==> src/rtl/int_div_unit_pkg.sv <==
// Shared types for the iterative integer divider: token formats, opcode layout and FSM states.
`default_nettype none

package int_div_unit_pkg;

  localparam int DATA_W     = 32;
  localparam int WIDTH_COND = 3;

  typedef logic [2**WIDTH_COND-1:0] cond_t;

  typedef struct packed {
    logic cond_f;
    logic cond_b;
    logic rem;
    logic sgn;
  } opcode_ds_t;

  typedef enum logic [1:0] {
    IDLE = 2'd0,
    CALC = 2'd1,
    FIX  = 2'd2,
    DONE = 2'd3
  } div_state_t;

  typedef struct packed {
    logic              v;
    logic              a;
    logic              c;
    logic              r;
    logic [DATA_W-1:0] d;
  } FTk_t;

  typedef struct packed {
    logic n;
    logic t;
    logic v;
    logic c;
  } BTk_t;

  // Two's-complement negate when requested; zero maps to itself.
  function automatic logic [DATA_W-1:0] cond_negate(input logic [DATA_W-1:0] x, input logic neg);
    return neg ? (~x + 1'b1) : x;
  endfunction

endpackage

`default_nettype wire

==> src/rtl/int_div_core.sv <==
// Radix-2 restoring shift/subtract datapath: one quotient bit per step on unsigned magnitudes.
`default_nettype none

module int_div_core #(
  parameter int W = 32
) (
  input  logic         clk_i,
  input  logic         rst_ni,
  input  logic         load_i,
  input  logic         step_i,
  input  logic [W-1:0] a_i,
  input  logic [W-1:0] b_i,
  output logic [W-1:0] q_o,
  output logic [W-1:0] r_o
);

  logic [W-1:0] q_q, q_d;
  logic [W-1:0] r_q, r_d;
  logic [W-1:0] b_q, b_d;
  logic [W:0]   trial;

  // Shifted partial remainder is below 2*|B|, so W+1 bits hold the signed difference.
  assign trial = {r_q, q_q[W-1]} - {1'b0, b_q};

  always_comb begin
    q_d = q_q;
    r_d = r_q;
    b_d = b_q;
    if (load_i) begin
      q_d = a_i;
      r_d = '0;
      b_d = b_i;
    end else if (step_i) begin
      if (!trial[W]) begin
        r_d = trial[W-1:0];
        q_d = {q_q[W-2:0], 1'b1};
      end else begin
        r_d = {r_q[W-2:0], q_q[W-1]};
        q_d = {q_q[W-2:0], 1'b0};
      end
    end
  end

  always_ff @(posedge clk_i or negedge rst_ni) begin
    if (!rst_ni) begin
      q_q <= '0;
      r_q <= '0;
      b_q <= '0;
    end else begin
      q_q <= q_d;
      r_q <= r_d;
      b_q <= b_d;
    end
  end

  assign q_o = q_q;
  assign r_o = r_q;

endmodule

`default_nettype wire

==> src/rtl/int_div_unit.sv <==
// Iterative signed/unsigned integer divider on the forward/backward token interface.
`default_nettype none

module int_div_unit
  import int_div_unit_pkg::*;
#(
  parameter int WIDTH_DATA = DATA_W,
  parameter int WIDTH_CNT  = $clog2(WIDTH_DATA) + 1
) (
  input  logic       clock,
  input  logic       reset,
  input  logic       I_En,
  input  logic [3:0] I_Opcode,
  input  cond_t      I_Cond,
  input  FTk_t       I_OperandA,
  input  FTk_t       I_OperandB,
  output FTk_t       O_Result,
  input  BTk_t       I_BTk,
  output BTk_t       O_BTk
);

  div_state_t             state_q, state_d;
  logic [WIDTH_CNT-1:0]   cnt_q, cnt_d;
  opcode_ds_t             op_q, op_d;
  logic                   qneg_q, qneg_d, rneg_q, rneg_d, dz_q, dz_d;
  logic                   c_q, c_d, r_q, r_d;
  logic [WIDTH_DATA-1:0]  res_q, res_d;

  logic                   accept, sa, sb, cond;
  logic [WIDTH_DATA-1:0]  a_mag, b_mag, core_q, core_r, quot, rem;
  logic [WIDTH_COND-1:0]  lut_addr;
  logic                   unused_w;

  assign unused_w = ^{I_OperandA.a, I_OperandB.a, I_OperandB.c, I_OperandB.r};

  assign accept = (state_q == IDLE) & I_En & I_OperandA.v & I_OperandB.v;
  assign sa     = I_Opcode[0] & I_OperandA.d[WIDTH_DATA-1];
  assign sb     = I_Opcode[0] & I_OperandB.d[WIDTH_DATA-1];
  assign a_mag  = cond_negate(I_OperandA.d, sa);
  assign b_mag  = cond_negate(I_OperandB.d, sb);

  int_div_core #(.W(WIDTH_DATA)) u_core (
    .clk_i  (clock),
    .rst_ni (reset),
    .load_i (accept),
    .step_i (state_q == CALC),
    .a_i    (a_mag),
    .b_i    (b_mag),
    .q_o    (core_q),
    .r_o    (core_r)
  );

  // On divide-by-zero the core never stepped, so core_q still holds |A|.
  assign quot = dz_q ? '1 : cond_negate(core_q, qneg_q);
  assign rem  = cond_negate(dz_q ? core_q : core_r, rneg_q);

  assign lut_addr = {res_q[WIDTH_DATA-1], dz_q, (res_q == '0)};
  assign cond     = I_Cond[lut_addr];

  always_ff @(posedge clock or negedge reset) begin
    if (!reset) begin
      state_q <= IDLE;
      cnt_q   <= '0;
      op_q    <= '0;
      qneg_q  <= 1'b0;
      rneg_q  <= 1'b0;
      dz_q    <= 1'b0;
      c_q     <= 1'b0;
      r_q     <= 1'b0;
      res_q   <= '0;
    end else begin
      state_q <= state_d;
      cnt_q   <= cnt_d;
      op_q    <= op_d;
      qneg_q  <= qneg_d;
      rneg_q  <= rneg_d;
      dz_q    <= dz_d;
      c_q     <= c_d;
      r_q     <= r_d;
      res_q   <= res_d;
    end
  end

  always_comb begin
    state_d = state_q;
    cnt_d   = cnt_q;
    op_d    = op_q;
    qneg_d  = qneg_q;
    rneg_d  = rneg_q;
    dz_d    = dz_q;
    c_d     = c_q;
    r_d     = r_q;
    res_d   = res_q;
    case (state_q)
      IDLE: begin
        if (accept) begin
          op_d    = opcode_ds_t'(I_Opcode);
          qneg_d  = sa ^ sb;
          rneg_d  = sa;
          dz_d    = (I_OperandB.d == '0);
          c_d     = I_OperandA.c;
          r_d     = I_OperandA.r;
          cnt_d   = WIDTH_CNT'(WIDTH_DATA);
          state_d = (I_OperandB.d == '0) ? FIX : CALC;
        end
      end
      CALC: begin
        cnt_d = cnt_q - 1'b1;
        if (cnt_q == WIDTH_CNT'(1)) state_d = FIX;
      end
      FIX: begin
        res_d   = op_q.rem ? rem : quot;
        state_d = DONE;
      end
      DONE: begin
        if (!I_BTk.n) state_d = IDLE;
      end
      default: state_d = IDLE;
    endcase
    if (!I_En) begin
      state_d = IDLE;
      cnt_d   = '0;
    end
  end

  always_comb begin
    O_Result = '0;
    if (state_q == DONE) begin
      O_Result.v = 1'b1;
      O_Result.d = res_q;
      O_Result.a = qneg_q;
      O_Result.r = r_q;
      O_Result.c = op_q.cond_f ? cond : c_q;
    end
    // Reset is sampled here so the stall request drops while reset is held.
    O_BTk.n = reset & (I_BTk.n | (state_q != IDLE));
    O_BTk.t = I_BTk.t;
    O_BTk.v = op_q.cond_b ? c_q : I_BTk.v;
    O_BTk.c = op_q.cond_b ? cond : I_BTk.c;
  end

endmodule

`default_nettype wire

==> config.mk <==
export PLATFORM = sky130hd
export DESIGN_NAME = int_div_unit
export DESIGN_NICKNAME = d
export VERILOG_FILES = /design/src/rtl/int_div_unit_pkg.sv /design/src/rtl/int_div_core.sv /design/src/rtl/int_div_unit.sv
export SDC_FILE = /design/constraint.sdc
export NUM_CORES = 1
export LEC_CHECK = 0
export ABC_AREA = 1
export ABC_CLOCK_PERIOD_IN_PS = 5320
export CAP_MARGIN = 20
export CORE_MARGIN = 3
export CORE_UTILIZATION = 50
export DETAILED_ROUTE_END_ITERATION = 16
export PLACE_DENSITY_LB_ADDON = 0.15
export SETUP_SLACK_MARGIN = 0.3
export SYNTH_ARGS = -nofsm -noshare
export SYNTH_HDL_FRONTEND = slang
export SYNTH_SLANG_ARGS = --single-unit
export TNS_END_PERCENT = 20
==> constraint.sdc <==
create_clock -name clock -period 5.32 [get_ports clock]
set_clock_uncertainty 0.1 [all_clocks]
set_input_delay 1.064 -clock clock [delete_from_list [all_inputs] [get_ports clock]]
set_output_delay 1.064 -clock clock [all_outputs]
set_load 0.03 [all_outputs]
==> impl_summary.md, run 1 <==
Clock network
In this run, CTS created clock tree buffers numbering 17. Gates resized during post-CTS repair numbered 0. At the later pin of the worst-skew pair, clock insertion delay measures 450 ps. The number of buffers on the longest clock path is 2.

In this run the post-CTS setup repair buffer count came out at 0. The clock transition at the register clock pins on the worst setup and hold paths after CTS is 70 ps. The TritonCTS clock tree is built. The root buffer cell is sky130_fd_sc_hd__clkbuf_16.

The sink count of the clock tree is 144. In this run the number of H-tree levels came out at 4. For this design, the CTS-stage hold fixing added 0 buffers.

Synth
Of the synthesized area, sequential elements account for 26.8%. The mean instance size in the synthesized netlist is 5.96 µm². Synthesis instantiated 48 different standard cells from the library. The flip-flop and latch count after synthesis is 144. The number of standard cells after synthesis is 2,256. Counting every net in the synthesized netlist gives 2,390. The number of warning messages in the yosys log is 0. The synthesized area is 13,400 µm².

Placed design
The final weighted congestion of routability-driven global placement is 0.949. The final HPWL from detailed placement is 36,400 µm. The number of port buffers is 124. The number of placed instances with taps included is 2,662.

Floorplan
The floorplan step defined a core boundary enclosing 26,300 µm². In this run the horizontal extent of the chip is 170 µm. The I/O pin count is 131. The number of placement rows is 59. Once the floorplan was initialized, standard cells occupied 51.2% of the core.

The die covers 28,900 µm². From bottom edge to top edge, the die measures 170 µm.

Power and ir drop
The design draws 10.2 mW. The static leakage is 7.97 nW. IR analysis of the VDD net gives a maximum drop of 0.000347 V. In this run the power density over the cells is 656 nW/µm².

Min path
The hold path startpoint is u_core.b_q[26]. The worst hold path depth is 2. The tightest min-delay check is of the reg2reg type. The end of the worst hold path is u_core.b_q[26].

Timing
For the finished layout, the period the worst path requires is 4130 ps. At the pin with the least slew margin, the transition time is 838 ps. The max-slew violation count is 0. The sum of negative setup slack is 0 ps. Setup repair after global routing left no endpoint under its margin. The final-report setup violation count is 0. The final critical-path share of the clock period is 77.7%. The tightest slew margin relative to the limit is 43.8%. The final-report hold violation count is 0. Based on the critical path, the design can be clocked at up to 242 MHz.

Setup path
The worst-case register-to-register setup slack is 1900 ps. The terminus of the critical flop-to-flop path is u_core.r_o[29]. The startpoint identified for the worst register-to-register timing path is u_core.q_o[31].

The worst setup path is of the reg2out kind. STA classifies the critical path startpoint as a flip-flop. At the worst endpoint, the required time is 4160 ps.

The worst setup path is captured at an output port. The data arrival time of the critical path is 2970 ps. Counting cells, the worst reg-to-reg path comes to 17. The peak fanout along the critical path is 5.

Final layout
After the last flow step, the layout net total stands at 2,480. For this run, the number of standard cells in the final layout without fillers is 2,694. The utilization after layout is 58.9%.

The fraction of final layout cells sized beyond drive strength 1 is 4.37%. Compared with the post-synthesis result, the final layout area differs by 15.1%. The number of antenna diodes is 0.

Outcome
The run finished with clean final reports.

Global route
The number of global-route vias before repair is 13,900. The largest net degree at the start of global routing is 66. The overall overflow remaining after global route is 0.

Global routing used 32.0% of the available tracks. The wire length of the first global-routing pass is 72,700 µm. The initial antenna violation count is 1.

Job
Max-cap violations in this run came to 0.

Routing
The total via count after detailed routing is 14,900. The final wirelength is 46,000 µm. In the final routed layout, each cell accounts on average for 17.1 µm.

In this run the remaining antenna-violating nets after routing total 0. The initial DRC count is 1,313. For this run, design rule violations remaining after detail routing come to 0. Using the TritonRoute via totals, the vias-per-cell ratio works out to 5.52. The first detailed-routing pass took 6 iterations.
==> cells by family after synthesis <==
family / count (synthesis) / synth area share [%]
AOI/OAI and AO/OA: 318 / 13.9
xor gates and xnor gates: 41 / 2.67
adders and majority gates: 43 / 4.06
buffers and inverters: 408 / 12.3
DFF: 144 / 26.8
and+or+nand+nor: 1302 / 40.3
==> Yosys cell counts (all sizes together) <==
library cell,count,share of area (%)
ha,42,3.9
xnor2,21,1.4
a22oi,2,0.11
nand4,25,1.2
a21boi,1,0.056
o21bai,11,0.61
a31oi,9,0.42
xor2,20,1.3
o31ai,4,0.22
o22ai,8,0.37
fa,1,0.15
nor2,263,7.6
clkinv,3,0.084
buf,33,1.8
or2,6,0.28
nand3b,8,0.45
nor3,25,1.0
a21oi,93,3.5
o21ai,153,6.3
o221ai,24,1.6
and2,3,0.14
nand2,743,21
nand3,224,8.5
o211ai,10,0.56
a221o,1,0.074
inv,335,9.3
dfrtp,144,27
clkbuf,37,1.0
nor4,5,0.23
a21o,2,0.11
==> power breakdown <==
part           internal [mW]  switching (mW)
Combinational           2.17            4.55
Clock                  0.720           0.587
Sequential              1.61           0.527
Total                   4.50            5.66
==> stage by stage <==
stage,setup slack [ps],area (µm²),hold slack (ps)
final,1190,15500,381
after global routing,917,15500,410
after CTS,1170,15500,383
after detailed placement,1440,14900,365
after global placement,1460,14900,369
after floorplan,2300,13400,349
==> flip-flops by register name, summed over array words and instances (netlist names) <==
register and cells:
res_q 32, u_core.b_q 32, u_core.q_o 32, u_core.r_o 32, cnt_q 6, op_q 3
state_q 2, c_q 1, dz_q 1, qneg_q 1, r_q 1, rneg_q 1
==> routing by layer <==
layer	global-route usage [%]	wire [µm]	vias up	share of wire (%)
met5	0	10	-	0.022
li1	-	-	7395	-
met4	16.3	2470	2	5.4
met3	3.74	2150	121	4.7
met1	40.7	19500	6883	42
met2	53.9	21900	460	48
==> cell usage in the layout, fill, tap and decap left out, types with 3 or more instances in the layout <==
cell	instances
sky130_fd_sc_hd__a21oi_1	93
sky130_fd_sc_hd__nand2_4	3
sky130_fd_sc_hd__or2_2	3
sky130_fd_sc_hd__inv_8	5
sky130_fd_sc_hd__dfrtp_1	143
sky130_fd_sc_hd__nor3_1	23
sky130_fd_sc_hd__o211ai_1	10
sky130_fd_sc_hd__nand3b_1	8
sky130_fd_sc_hd__buf_4	17
sky130_fd_sc_hd__inv_1	329
sky130_fd_sc_hd__nor2_1	252
sky130_fd_sc_hd__o22ai_1	8
sky130_fd_sc_hd__inv_2	6
sky130_fd_sc_hd__ha_1	42
sky130_fd_sc_hd__inv_6	6
sky130_fd_sc_hd__o21ai_4	3
sky130_fd_sc_hd__nand3_1	221
sky130_fd_sc_hd__and2_1	3
sky130_fd_sc_hd__a31oi_1	9
sky130_fd_sc_hd__nand2_1	733
sky130_fd_sc_hd__xor2_1	20
sky130_fd_sc_hd__o21bai_1	11
sky130_fd_sc_hd__o21ai_1	22
sky130_fd_sc_hd__clkbuf_16	17
sky130_fd_sc_hd__o31ai_1	4
sky130_fd_sc_hd__nand4_1	25
sky130_fd_sc_hd__o21ai_0	114
sky130_fd_sc_hd__clkdlybuf4s50_1	123
sky130_fd_sc_hd__nor4_1	5
sky130_fd_sc_hd__o21ai_2	14
sky130_fd_sc_hd__o221ai_1	24
sky130_fd_sc_hd__xnor2_1	21
sky130_fd_sc_hd__clkinv_1	3
sky130_fd_sc_hd__nor2_2	10
sky130_fd_sc_hd__nand2_2	7
==> layout make-up <==
cell class	count	area [µm²]
sequential	144	3600
tap	335	419
inverter	338	1270
clock buffer	17	425
multi-input combinational	1704	8210
clock inverter	15	190
fill	2648	10800
timing repair buffer	141	1370
==> worst max path at each step <==
stage                                end  slack [ps]           start
final                       O_Result[33]        1190       res_q[31]
after global routing        O_Result[33]         920       res_q[31]
after CTS                   O_Result[33]        1170       res_q[31]
after detailed placement  u_core.b_q[25]        1440  I_OperandB[31]
after global placement      O_Result[33]        1460       I_Cond[3]
after floorplan                 O_BTk[0]        2300       I_Cond[7]
==> worst max-delay path: stages, from the launching register on <==
cell                              delay [ps]
sky130_fd_sc_hd__dfrtp_1                 430
sky130_fd_sc_hd__inv_1                   140
sky130_fd_sc_hd__nand3_1                 100
sky130_fd_sc_hd__nor2_1                  150
sky130_fd_sc_hd__nand2_1                  70
sky130_fd_sc_hd__nor2_1                  290
sky130_fd_sc_hd__inv_1                   140
sky130_fd_sc_hd__nand2_1                  80
sky130_fd_sc_hd__nand3_1                  70
sky130_fd_sc_hd__nand3_1                 150
sky130_fd_sc_hd__nand2_1                 100
sky130_fd_sc_hd__o21ai_0                 160
sky130_fd_sc_hd__inv_1                    50
sky130_fd_sc_hd__clkdlybuf4s50_1         580
Note: power is estimated with default switching activity, not from simulation.
==> run 2, diff against run 1 <==
- ABC_CLOCK_PERIOD_IN_PS: 5320 -> 4150
- clock period: 5.32 -> 4.15 ns (I/O delays scaled with it)
==> impl_summary.md, run 2 (synthesized netlist as in run 1, its figures left out) <==
Timing
Setup repair after global routing left no endpoint under its margin. The worst hold slack was 391 ps (+9.50 ps). The post-route minimum period is 3570 ps. The timing-limited maximum frequency is 280 MHz.

The max-slew violation count came to 0 (unchanged). The final critical-path share of the clock period is 85.9%. The final-report setup violation count is 0 (unchanged). The slew at the pin with the worst max-slew slack is 955 ps (+118 ps). The final-report hold violation count was 0 (unchanged). The tightest slew margin relative to the limit is 36.2% (-7.6 points). The sum of negative setup slack is 0 ps (unchanged).

Global route
The largest net degree at the start of global routing was 66 (unchanged). The number of global-route vias before repair came to 13,900 (-0.036%). The overall overflow remaining after global route is 0 (unchanged). The global-route usage over all layers is 32.2% (+0.24 points).

The initial antenna violation count came to 0 (-1). The wire length of the first global-routing pass is 73,200 µm (+0.71%).

Routing
The total via count after detailed routing came to 14,900 (+0.26%). The post-detailed-route via-to-cell ratio is 5.52 (+0.15%). The count of antenna-violating nets left after detailed routing is 0 (unchanged). The initial DRC count is 1,288 (-1.9%). The per-cell routed wire length is 17.4 µm (+1.6%).

The DRC violation count after routing is 0 (unchanged). The final wirelength was 46,800 µm (+1.7%). The total iterations of the first detailed-routing run is 5 (-1).

Final layout
The number of antenna diodes is 0 (unchanged). The summed area of non-filler cells in the final layout came to 15,500 µm² (+0.24%). The library cell used most frequently in the layout, excluding fill and tap cells, is sky130_fd_sc_hd__nand2_1.

The final-layout fill cell count came to 2,666 (+0.68%). The synthesis-to-layout area growth is 15.4%. The number of nets in the final layout is 2,483 (+0.12%). Leaving out fill and tap cells, the most frequent cells in the layout are sky130_fd_sc_hd__nand2_1, sky130_fd_sc_hd__inv_1, sky130_fd_sc_hd__nor2_1. The fraction of final layout cells sized beyond drive strength 1 is 4.53% (+0.16 points).

Setup path
The data required time of the worst path is 3220 ps (-940 ps). The critical path is of the reg2out type. Tracing the worst setup path back leads to its startpoint at res_q[1]. The worst-case register-to-register setup slack is 760 ps (-1140 ps). The peak fanout along the critical path was 5 (unchanged). The data arrival time of the critical path is 2640 ps (-330 ps). The worst setup path is captured at an output port. The startpoint class of the critical path is a flip-flop. The reg-to-reg startpoint is u_core.q_o[31]. The terminus of the critical flop-to-flop path is u_core.q_o[0].

The number of cell instances on the worst register-to-register path was 16 (-1).

Min path
The hold path startpoint is u_core.b_q[26]. The worst hold path depth is 2 (unchanged). The end of the worst hold path is u_core.b_q[26]. The worst hold path belongs to the class reg2reg.

Placed design
The final HPWL from detailed placement came to 36,800 µm (+0.99%). The post-place instance area is 14,900 µm² (+0.24%). The final weighted congestion of routability-driven global placement is 1.00 (+5.7%).

The number of port buffers is 124 (unchanged).

Clock network
The number of setup buffers added after CTS is 0 (unchanged). The tree is rooted in a sky130_fd_sc_hd__clkbuf_16. The count of hold buffers inserted by post-cts repair came to 0 (unchanged). The sink count of the clock tree came to 144 (unchanged). The number of buffers on the longest clock path is 2 (unchanged). The number of CTS-inserted buffers is 17 (unchanged). The clock transition at the register clock pins on the worst setup and hold paths after CTS came to 70 ps (about the same). The TritonCTS clock tree is built.

The H-tree depth is 4 (unchanged). The insertion delay to the later sink of the worst-skew pair is 440 ps (about the same).

Floorplan
The initial core utilization was 51.2% (unchanged). The I/O pin count is 131 (unchanged). The die area is 28,900 µm² (unchanged). The chip height came to 170 µm (unchanged). The total core area is 26,300 µm² (unchanged). The number of placement rows is 59 (unchanged). The die boundary width came to 170 µm (unchanged).

Job
The number of maximum-capacitance violations came to 0 (unchanged).

Outcome
The run finished with clean final reports.

Power and ir drop
The largest vdd supply drop is 0.000565 V (+63%). The static leakage is 8.00 nW (+0.44%). The ratio of total power to cell area is 843 nW/µm² (+28%).
==> run 2: where the power goes <==
part | internal, mW | switching [mW]
registers | 2.06 | 0.703
logic | 2.81 | 5.85
clock network | 0.922 | 0.739
total | 5.79 | 7.29
==> run 2: area by class of cell <==
| class | count | area [µm²] | area share [%] |
|---|---|---|---|
| multi-input cells | 1704 | 8210 | 52.9 |
| inverters | 338 | 1270 | 8.17 |
| repair buffers | 144 | 1410 | 9.07 |
| flip-flops and latches | 144 | 3600 | 23.2 |
| well taps | 335 | 419 | 2.70 |
| clock inverters | 15 | 188 | 1.21 |
| clock buffers | 17 | 425 | 2.74 |
==> run 2: per-layer routing <==
metal	wire length [µm]	GRT usage, %
met4	2020	14.4
met1	20000	40.8
met3	2040	3.53
met2	22700	55.7
met5	0	0
==> run 2: worst max-delay path by stage <==
| stage | to | slack, ps | depth (start not counted) |
|---|---|---|---|
| after floorplan | O_BTk[0] | 1540 | 9 |
| after global placement | u_core.b_q[25] | 590 | 8 |
| after detailed placement | u_core.b_q[25] | 570 | 8 |
| after CTS | O_Result[33] | 360 | 13 |
| after global routing | O_BTk[0] | 380 | 10 |
| final | O_BTk[0] | 580 | 10 |
==> run 2: repair_timing <==
action                                  4_1_cts  5_1_grt
hold endpoints to repair                      0        0
gates resized for setup                       0        2
endpoints found under the setup margin        0        2
==> run 2: through the flow <==
step	power [mW]	worst slack (ps)	std cells	util, %
after global routing	14.3	380	2697	59.1
after floorplan	8.89	1540	2256	-
after CTS	13.0	363	2697	59.0
after detailed placement	11.3	568	2665	56.7
after global placement	11.1	585	2665	56.7
final	13.1	583	2697	59.1
==> run 2: critical path: stages, from the launching register on <==
cell	delay, ps
sky130_fd_sc_hd__dfrtp_1	400
sky130_fd_sc_hd__nor2_1	180
sky130_fd_sc_hd__nand3_1	90
sky130_fd_sc_hd__nor2_1	150
sky130_fd_sc_hd__nand2_1	90
sky130_fd_sc_hd__nor2_2	170
sky130_fd_sc_hd__nand2_1	80
sky130_fd_sc_hd__nand3_1	90
sky130_fd_sc_hd__nand3_1	110
sky130_fd_sc_hd__a31oi_1	180
sky130_fd_sc_hd__clkdlybuf4s50_1	690
